===== src/rtl/uart_hex_rx.sv =====
// UART 8N1 receiver feeding a hex-line parser that assembles 64-bit qwords.
// A line is eight "hh " groups then LF; results leave through valid/ready.

module uart_hex_rx #(
   parameter int CLKS_PER_BIT = 434
) (
   input  logic        clk,
   input  logic        rst,
   input  logic        rx,
   output logic [63:0] qword_out,
   output logic        qword_valid,
   input  logic        qword_ready,
   output logic        err_fmt,
   output logic        err_frame,
   output logic        err_ovf
);

   localparam logic [15:0] HALF = 16'(CLKS_PER_BIT / 2);
   localparam logic [15:0] LAST = 16'(CLKS_PER_BIT - 1);

   localparam logic [7:0] CH_LF = 8'h0A;
   localparam logic [7:0] CH_CR = 8'h0D;
   localparam logic [7:0] CH_SP = 8'h20;

   typedef enum logic [1:0] {
      RX_IDLE,
      RX_START,
      RX_DATA,
      RX_STOP
   } rx_st_e;

   typedef enum logic [2:0] {
      P_HI,
      P_LO,
      P_SEP,
      P_EOL,
      P_DISCARD
   } p_st_e;

   // synchroniser and edge history
   logic        meta_q;
   logic        sync_q;
   logic        prev_q;

   // receiver
   rx_st_e      rx_st_q, rx_st_d;
   logic [15:0] cnt_q, cnt_d;
   logic [2:0]  bit_q, bit_d;
   logic [7:0]  sh_q, sh_d;
   logic        bvld_q, bvld_d;
   logic        frm_q, frm_d;

   // parser
   p_st_e       pst_q, pst_d;
   logic [3:0]  bcnt_q, bcnt_d;
   logic [63:0] asm_q, asm_d;
   logic        fmt_q, fmt_d;
   logic        dlv_q, dlv_d;
   logic        is_hex;
   logic [3:0]  nib;
   logic        is_lf;
   logic        is_cr;
   logic        is_sp;
   logic        bad;

   // output port
   logic [63:0] qo_q, qo_d;
   logic        qv_q, qv_d;
   logic        ovf_q, ovf_d;
   logic        xfer;

   always_ff @(posedge clk or negedge rst) begin
      if (!rst) begin
         meta_q <= 1'b1;
         sync_q <= 1'b1;
         prev_q <= 1'b1;
      end else begin
         meta_q <= rx;
         sync_q <= meta_q;
         prev_q <= sync_q;
      end
   end

   always_comb begin
      rx_st_d = rx_st_q;
      cnt_d   = cnt_q;
      bit_d   = bit_q;
      sh_d    = sh_q;
      bvld_d  = 1'b0;
      frm_d   = 1'b0;
      unique case (rx_st_q)
         RX_IDLE: begin
            cnt_d = '0;
            bit_d = '0;
            if (prev_q && !sync_q) begin
               rx_st_d = RX_START;
            end
         end
         RX_START: begin
            if (cnt_q == HALF) begin
               cnt_d   = '0;
               rx_st_d = sync_q ? RX_IDLE : RX_DATA;
            end else begin
               cnt_d = cnt_q + 16'd1;
            end
         end
         RX_DATA: begin
            if (cnt_q == LAST) begin
               cnt_d = '0;
               sh_d  = {sync_q, sh_q[7:1]};
               bit_d = bit_q + 3'd1;
               if (bit_q == 3'd7) begin
                  rx_st_d = RX_STOP;
               end
            end else begin
               cnt_d = cnt_q + 16'd1;
            end
         end
         RX_STOP: begin
            if (cnt_q == LAST) begin
               cnt_d   = '0;
               rx_st_d = RX_IDLE;
               if (sync_q) begin
                  bvld_d = 1'b1;
               end else begin
                  frm_d = 1'b1;
               end
            end else begin
               cnt_d = cnt_q + 16'd1;
            end
         end
         default: begin
            rx_st_d = RX_IDLE;
         end
      endcase
   end

   always_ff @(posedge clk or negedge rst) begin
      if (!rst) begin
         rx_st_q <= RX_IDLE;
         cnt_q   <= '0;
         bit_q   <= '0;
         sh_q    <= '0;
         bvld_q  <= 1'b0;
         frm_q   <= 1'b0;
      end else begin
         rx_st_q <= rx_st_d;
         cnt_q   <= cnt_d;
         bit_q   <= bit_d;
         sh_q    <= sh_d;
         bvld_q  <= bvld_d;
         frm_q   <= frm_d;
      end
   end

   // sh_q stays put until the next data sample, so it is the strobed byte
   always_comb begin
      is_hex = 1'b0;
      nib    = 4'h0;
      if (sh_q >= 8'h30 && sh_q <= 8'h39) begin
         is_hex = 1'b1;
         nib    = sh_q[3:0];
      end else if ((sh_q >= 8'h41 && sh_q <= 8'h46) ||
                   (sh_q >= 8'h61 && sh_q <= 8'h66)) begin
         is_hex = 1'b1;
         nib    = sh_q[3:0] + 4'd9;
      end
   end

   assign is_lf = (sh_q == CH_LF);
   assign is_cr = (sh_q == CH_CR);
   assign is_sp = (sh_q == CH_SP);

   always_comb begin
      pst_d  = pst_q;
      bcnt_d = bcnt_q;
      asm_d  = asm_q;
      fmt_d  = 1'b0;
      dlv_d  = 1'b0;
      bad    = 1'b0;
      if (frm_q) begin
         pst_d = P_DISCARD;
      end else if (bvld_q) begin
         unique case (pst_q)
            P_HI: begin
               if (is_hex) begin
                  asm_d = {asm_q[59:0], nib};
                  pst_d = P_LO;
               end else begin
                  bad = 1'b1;
               end
            end
            P_LO: begin
               if (is_hex) begin
                  asm_d = {asm_q[59:0], nib};
                  pst_d = P_SEP;
               end else begin
                  bad = 1'b1;
               end
            end
            P_SEP: begin
               if (is_sp) begin
                  bcnt_d = bcnt_q + 4'd1;
                  pst_d  = (bcnt_q == 4'd7) ? P_EOL : P_HI;
               end else begin
                  bad = 1'b1;
               end
            end
            P_EOL: begin
               if (is_lf) begin
                  dlv_d  = 1'b1;
                  pst_d  = P_HI;
                  bcnt_d = '0;
               end else if (!is_cr) begin
                  bad = 1'b1;
               end
            end
            P_DISCARD: begin
               if (is_lf) begin
                  pst_d  = P_HI;
                  bcnt_d = '0;
               end
            end
            default: begin
               pst_d = P_DISCARD;
            end
         endcase
         // a stray LF already ends the line, so resync straight away
         if (bad) begin
            fmt_d = 1'b1;
            if (is_lf) begin
               pst_d  = P_HI;
               bcnt_d = '0;
            end else begin
               pst_d = P_DISCARD;
            end
         end
      end
   end

   always_ff @(posedge clk or negedge rst) begin
      if (!rst) begin
         pst_q  <= P_HI;
         bcnt_q <= '0;
         asm_q  <= '0;
         fmt_q  <= 1'b0;
         dlv_q  <= 1'b0;
      end else begin
         pst_q  <= pst_d;
         bcnt_q <= bcnt_d;
         asm_q  <= asm_d;
         fmt_q  <= fmt_d;
         dlv_q  <= dlv_d;
      end
   end

   assign xfer = qv_q & qword_ready;

   always_comb begin
      qo_d  = qo_q;
      qv_d  = qv_q;
      ovf_d = 1'b0;
      if (dlv_q) begin
         if (!qv_q || xfer) begin
            qo_d = asm_q;
            qv_d = 1'b1;
         end else begin
            ovf_d = 1'b1;
         end
      end else if (xfer) begin
         qv_d = 1'b0;
      end
   end

   always_ff @(posedge clk or negedge rst) begin
      if (!rst) begin
         qo_q  <= '0;
         qv_q  <= 1'b0;
         ovf_q <= 1'b0;
      end else begin
         qo_q  <= qo_d;
         qv_q  <= qv_d;
         ovf_q <= ovf_d;
      end
   end

   assign qword_out   = qo_q;
   assign qword_valid = qv_q;
   assign err_fmt     = fmt_q;
   assign err_frame   = frm_q;
   assign err_ovf     = ovf_q;

endmodule


===== config.mk =====
export PLATFORM = sky130hd
export DESIGN_NAME = uart_hex_rx
export DESIGN_NICKNAME = d
export VERILOG_FILES = /design/src/rtl/uart_hex_rx.sv
export SDC_FILE = /design/constraint.sdc
export NUM_CORES = 1
export LEC_CHECK = 0
export ABC_AREA = 1
export CORE_MARGIN = 4
export CORE_UTILIZATION = 40
export DETAILED_ROUTE_END_ITERATION = 10
export GPL_TIMING_DRIVEN = 0
export HOLD_SLACK_MARGIN = 0.15
export SLEW_MARGIN = 20
export SYNTH_ARGS = -nofsm -noshare
export SYNTH_HDL_FRONTEND = slang
export SYNTH_SLANG_ARGS = --single-unit

===== constraint.sdc =====
create_clock -name clk -period 2 [get_ports clk]
set_clock_uncertainty 0.1 [all_clocks]
set_input_delay 0.4 -clock clk [delete_from_list [all_inputs] [get_ports clk]]
set_output_delay 0.4 -clock clk [all_outputs]
set_load 0.1 [all_outputs]

==> impl_metrics.ini, run 1 <==
[run_status]
outcome = finished, final reports clean

[timing]
setup_viol = 0
slew_headroom_pct = 56.93
tightest_slew_ps = 646.0
slew_violations = 0
fin_ws_ps = 110.0
max_freq_ghz = 0.5291
hold_viol_final = 0
post-route-min-period_ps = 1890
timing.final.crit_share_pct = 94.50

[global_routing]
grt_pass1_vias = 5358
grt_use_total_pct = 15.70
grt-ovfl-total = 0
antenna_found_initial = 0
grt_max_degree = 89
grt_first_pass_wirelength_mm = 26.16

[placement]
dpl.hpwl_mm = 10.52
place_ws_ps = -354.9
gp_congestion = 0.7771
dp.cells = 1106
placed_area_um2 = 8403
io_buffers = 71

[logic_synthesis]
ys_seq_elements = 173
synth.distinct_cells = 33
ys_seq_area_share_pct = 58.78
ys_async_sr_fraction_pct = 100.0
synth-edff-count = 0
syn_inst = 805
yosysMostFrequentCell = nand2_1
syn_nets = 819
ys_warn_count = 0
yosysTopAreaCellShare_pct = 57.72
synth_area_um2 = 7371
ys_top_cells_by_count = nand2_1 (207), dfrtp_1 (170), inv_1 (95), o21ai_0 (95), o21ai_1 (41)
avgSynthCellArea_um2 = 9.156
synth_top_area_cell = dfrtp_1
synth_ff_type = dfrtp_1
synthTopCellsByArea = dfrtp_1 (58%), nand2_1 (11%), o21ai_0 (6.5%)

[detailed_routing]
vias = 5539
dr.pass1.iters = 5
via_per_inst = 4.850
drt_iter0_markers = 298
routed_wirelength_mm = 15.26
drc_errors = 0
wire_per_inst_um = 13.36
antenna_left = 0

[final_layout]
diodes = 0
area_delta_synth_final_pct = 24.09
fillerInstances = 1679
drive_gt1_share_pct = 19.72
seq_area_um2 = 4335
instances_no_fill = 1142
nets = 914
utilization_pct = 50.74
multi_input_area_um2 = 2481
final_area_um2 = 9146

[cts]
cts-root-buf = clkbuf_16
cts_buffers = 17
clk_latency_ps = 420
clkSlewWorstSetupHoldPaths_ps = 70
cts.sink_count = 173
cts_max_level = 4
clockBufferDepth = 2
tritoncts = built

[critical_path]
cp_num_buf_inv = 1
cp_slowest_stage_delay_ps = 580
setup.worst_path.class = reg -> out
start_kind = register
crit_family = buffers and inverters
crit_chain = clkdlybuf4s15_2
arrival_ps = 1390
worstPathMaxFanout = 2
cpMaxStageDelayCell = clkdlybuf4s15_2
critPathRequiredTime_ps = 1500
end_kind = output port

[pwr]
seqPwrFrac_pct = 48.3
clkPwrFrac_pct = 45.4
vdd_drop_max_v = 0.0006064
p_leak_uw = 0.004013
p_int_uw = 5603
switching_share_pct = 24.93
combPwrFrac_pct = 6.3
p_sw_uw = 1860
p_per_area_nw_per_um2 = 816.0

[flow_run]
cap_violations = 0

[floorplan]
initial_core_util_pct = 40.89
die_w_um = 143.7
io_pins = 72
core_um2 = 18020
rows = 49
die_h_um = 143.7
die_area_um2 = 20660

[hold_path]
hold_path.class = reg -> reg
==> what timing repair did <==
action,4_1_cts,5_1_grt
setup endpoints to repair,130,70
gates resized for setup,208,9
hold buffers,1,0
endpoints found under the hold margin,85,0
pin swaps,0,2
buffers inserted,2,1
==> cells in the final DEF (no fill, tap or decap), types with 8 or more instances in the layout <==
cell type	Yosys	layout
o21ai_1	41	41
o21ai_0	95	95
nand4_1	8	8
inv_1	95	93
nor2_1	37	37
a21oi_1	12	11
clkbuf_16	0	17
buf_6	9	8
buf_2	8	8
ha_1	10	10
nand2_1	207	206
o21ai_2	9	9
inv_2	9	11
clkdlybuf4s15_2	0	68
nand3_1	30	29
nor3_1	12	12
dfrtp_1	170	168
==> metal layers <==
metal | GRT usage, % | wire (µm) | part of all wire (%)
met1 | 21.66 | 7312 | 48
met2 | 25.25 | 7189 | 47
met3 | 3.095 | 592 | 3.9
met4 | 4.708 | 165 | 1.1
met5 | 0 | 0 | 0
==> layout make-up <==
cell class	instances	area share, %
repair buffers	76	9.412
well taps	229	3.133
multi-input cells	500	27.13
plain buffers	28	2.107
flip-flops and latches	173	47.40
inverters	104	4.268
clock inverters	14	1.860
clock buffers	18	4.692
==> metrics by stage <==
stage,TNS (ps),power (µW),hold WS (ps)
2_1_floorplan,0,3985,4.409
3_3_place_gp,-1191090,4142,246.7
3_5_place_dp,-24080,4153,247.6
4_1_cts,0,7555,257.4
5_1_grt,-1.941,7788,265.8
6_report,0,7463,255.5
==> registers in the layout (all words and copies together), names as in the netlist, named ones only <==
name,count
dlv_q,1
sh_q,8
rx_st_q,1
err_fmt,1
asm_q,64
qword_out,64
bvld_q,1
err_ovf,1
bit_q,3
cnt_q,16
sync_q,1
prev_q,1
pst_q,3
err_frame,1
meta_q,1
bcnt_q,4
qword_valid,1
==> kinds of logic after synthesis <==
family	after synthesis	synth area share, %
adder cells (fa/ha/maj)	10	1.698
XOR/XNOR	4	0.4753
AO/OA/AOI/OAI	160	11.41
multiplexers	4	0.6111
flip-flops	173	58.78
AND/OR/NAND/NOR	322	19.25
buffers and inverters	132	7.775
==> worst paths after layout <==
path / start / endpoint / slack, ps / depth (start not counted)
setup / recovery: qword_out[9]$_DFFE_PN0P_ / qword_out[9] / 110 / 1
hold / removal: meta_q$_DFF_PN1_ / sync_q$_DFF_PN1_ / 260 / 0
setup reg to reg: sh_q[0]$_DFFE_PN0P_ / asm_q[8]$_DFFE_PN0P_ / 120 / 10
hold reg to reg: meta_q$_DFF_PN1_ / sync_q$_DFF_PN1_ / 260 / 0
max in group asynchronous: rst / prev_q$_DFF_PN1_ / 480 / 3
min in group asynchronous: rst / qword_out[25]$_DFFE_PN0P_ / 440 / 2
==> power groups by stage <==
stage,clock network (µW),registers [µW],logic (µW)
2_1_floorplan,0,3660,324
3_3_place_gp,0,3670,470
3_5_place_dp,0,3670,483
4_1_cts,3470,3600,487
5_1_grt,3620,3610,554
6_report,3390,3600,470
Note: power is estimated with default switching activity, not from simulation.
==> inputs of run 2 (changes only) <==
- PLACE_DENSITY: not set -> 0.59
==> run 2 against run 1 <==
Via count fell by 0.58%. Sequential power is essentially flat. Sequential share of layout area down 0.13 points. Die area unchanged. Maximum frequency grew 0.17%. Design area is 0.30% higher. Setup slack improved by 3.1 ps. First-iteration DRC count down 11%. Final cell count stayed put.
==> impl_metrics.ini, run 2 (synthesis gave the netlist of run 1 again) <==
[run_status]
outcome = finished, final reports clean

[timing]
slew_headroom_pct = 61.36
timing.final.crit_share_pct = 94.34
post-route-min-period_ps = 1887
max_freq_ghz = 0.5300
setup_viol = 0
hold_viol_final = 0
slew_violations = 0
fin_hold_ws_ps = 258.7
tightest_slew_ps = 582.4

[detailed_routing]
drt_iter0_markers = 265
drt-met1-wl_mm = 7.415
drc_errors = 0
routed.top_layer = met4
routed_wirelength_mm = 15.14
wl_met2_mm = 7.016
antenna_left = 0
route.met3.wl_um = 504
wire_per_inst_um = 13.25
dr.pass1.iters = 4
via_per_inst = 4.822
vias = 5507

[placement]
io_buffers = 71
dpl.hpwl_mm = 10.60
gp_congestion = 0.8011

[hold_path]
hold_path.class = reg -> reg

[critical_path]
r2r_slack_ps = 130
start_kind = register
cp_num_buf_inv = 1
crit_family = buffers and inverters
end_kind = output port
cp_slowest_stage_delay_ps = 570
worstPathMaxFanout = 2
setup.worst_path.class = reg -> out
crit_chain = clkdlybuf4s15_2
arrival_ps = 1390
cpMaxStageDelayCell = clkdlybuf4s15_2
critPathRequiredTime_ps = 1500

[final_layout]
nets = 915
area_delta_synth_final_pct = 24.46
drive_gt1_share_pct = 20.04
diodes = 0
layout_commonest_cell = nand2_1
fillerInstances = 1725
final_cell_mix = nand2_1 (205), dfrtp_1 (167), o21ai_0 (95)

[global_routing]
grt-ovfl-total = 0
antenna_found_initial = 0
grt_pass1_vias = 5398
grt_use_total_pct = 15.71
grt_first_pass_wirelength_mm = 26.22
grt_max_degree = 69

[floorplan]
die_w_um = 143.7
core_um2 = 18020
rows = 49
die_area_um2 = 20660
die_h_um = 143.7
io_pins = 72
initial_core_util_pct = 40.89

[cts]
clk_latency_ps = 420
cts_max_level = 4
cts.sink_count = 173
clockBufferDepth = 2
tritoncts = built
cts-root-buf = clkbuf_16
cts_buffers = 17
clkSlewWorstSetupHoldPaths_ps = 70

[pwr]
vdd_drop_max_v = 0.0005648
p_per_area_nw_per_um2 = 800.0
total_power_uw = 7339
p_leak_uw = 0.004013

[flow_run]
cap_violations = 0
==> run 2: report_power, final <==
part           total, µW  internal, µW  switching (µW)
registers           3600          3550            50.1
logic                477           159             318
clock network       3260          1760            1500
total               7340          5480            1860
==> run 2: cell type report <==
cell class / instances / area (µm²) / area share [%]
Buffer: 28 / 197.7 / 2.155
Clock buffer: 17 / 425.4 / 4.637
Clock inverter: 14 / 150.1 / 1.637
Inverter: 104 / 390.4 / 4.255
Multi-Input combinational cell: 500 / 2499 / 27.24
Sequential cell: 173 / 4337 / 47.27
Tap cell: 229 / 286.5 / 3.123
Timing Repair Buffer: 77 / 888.4 / 9.684
==> run 2: final timing paths <==
| kind | from | to | depth (start not counted) |
|---|---|---|---|
| setup / recovery | qword_out[60]$_DFFE_PN0P_ | qword_out[60] | 1 |
| hold / removal | meta_q$_DFF_PN1_ | sync_q$_DFF_PN1_ | 0 |
| setup reg to reg | sh_q[0]$_DFFE_PN0P_ | asm_q[0]$_DFFE_PN0P_ | 10 |
| hold reg to reg | meta_q$_DFF_PN1_ | sync_q$_DFF_PN1_ | 0 |
| max in group asynchronous | rst | prev_q$_DFF_PN1_ | 3 |
| min in group asynchronous | rst | qword_out[25]$_DFFE_PN0P_ | 2 |
==> run 2: what timing repair did <==
item                       4_1_cts  5_1_grt
setup endpoints to repair      130       82
hold endpoints to repair       170        0
hold buffers                     1        0
buffers inserted                 1        2
pin swaps                        0        2
resized for setup              210       11
==> run 2: stage by stage <==
stage	cells	area (µm²)	TNS, ps	util (%)	setup WS (ps)
final	1142	9174	0	50.90	113.2
after global placement	1105	8371	-1195950	46.44	-7510
after CTS	1140	9116	0	50.58	12.18
after global routing	1142	9174	-95.04	50.90	-21.47
after floorplan	805	7373	0	-	174.8
after detailed placement	1107	8431	-21120	46.77	-315.6
==> run 2: per-layer routing <==
| layer | track usage, % | vias up |
|---|---|---|
| met5 | 0 | - |
| met4 | 4.955 | 0 |
| met1 | 22.07 | 2646 |
| met3 | 3.295 | 14 |
| li1 | - | 2773 |
| met2 | 24.59 | 74 |
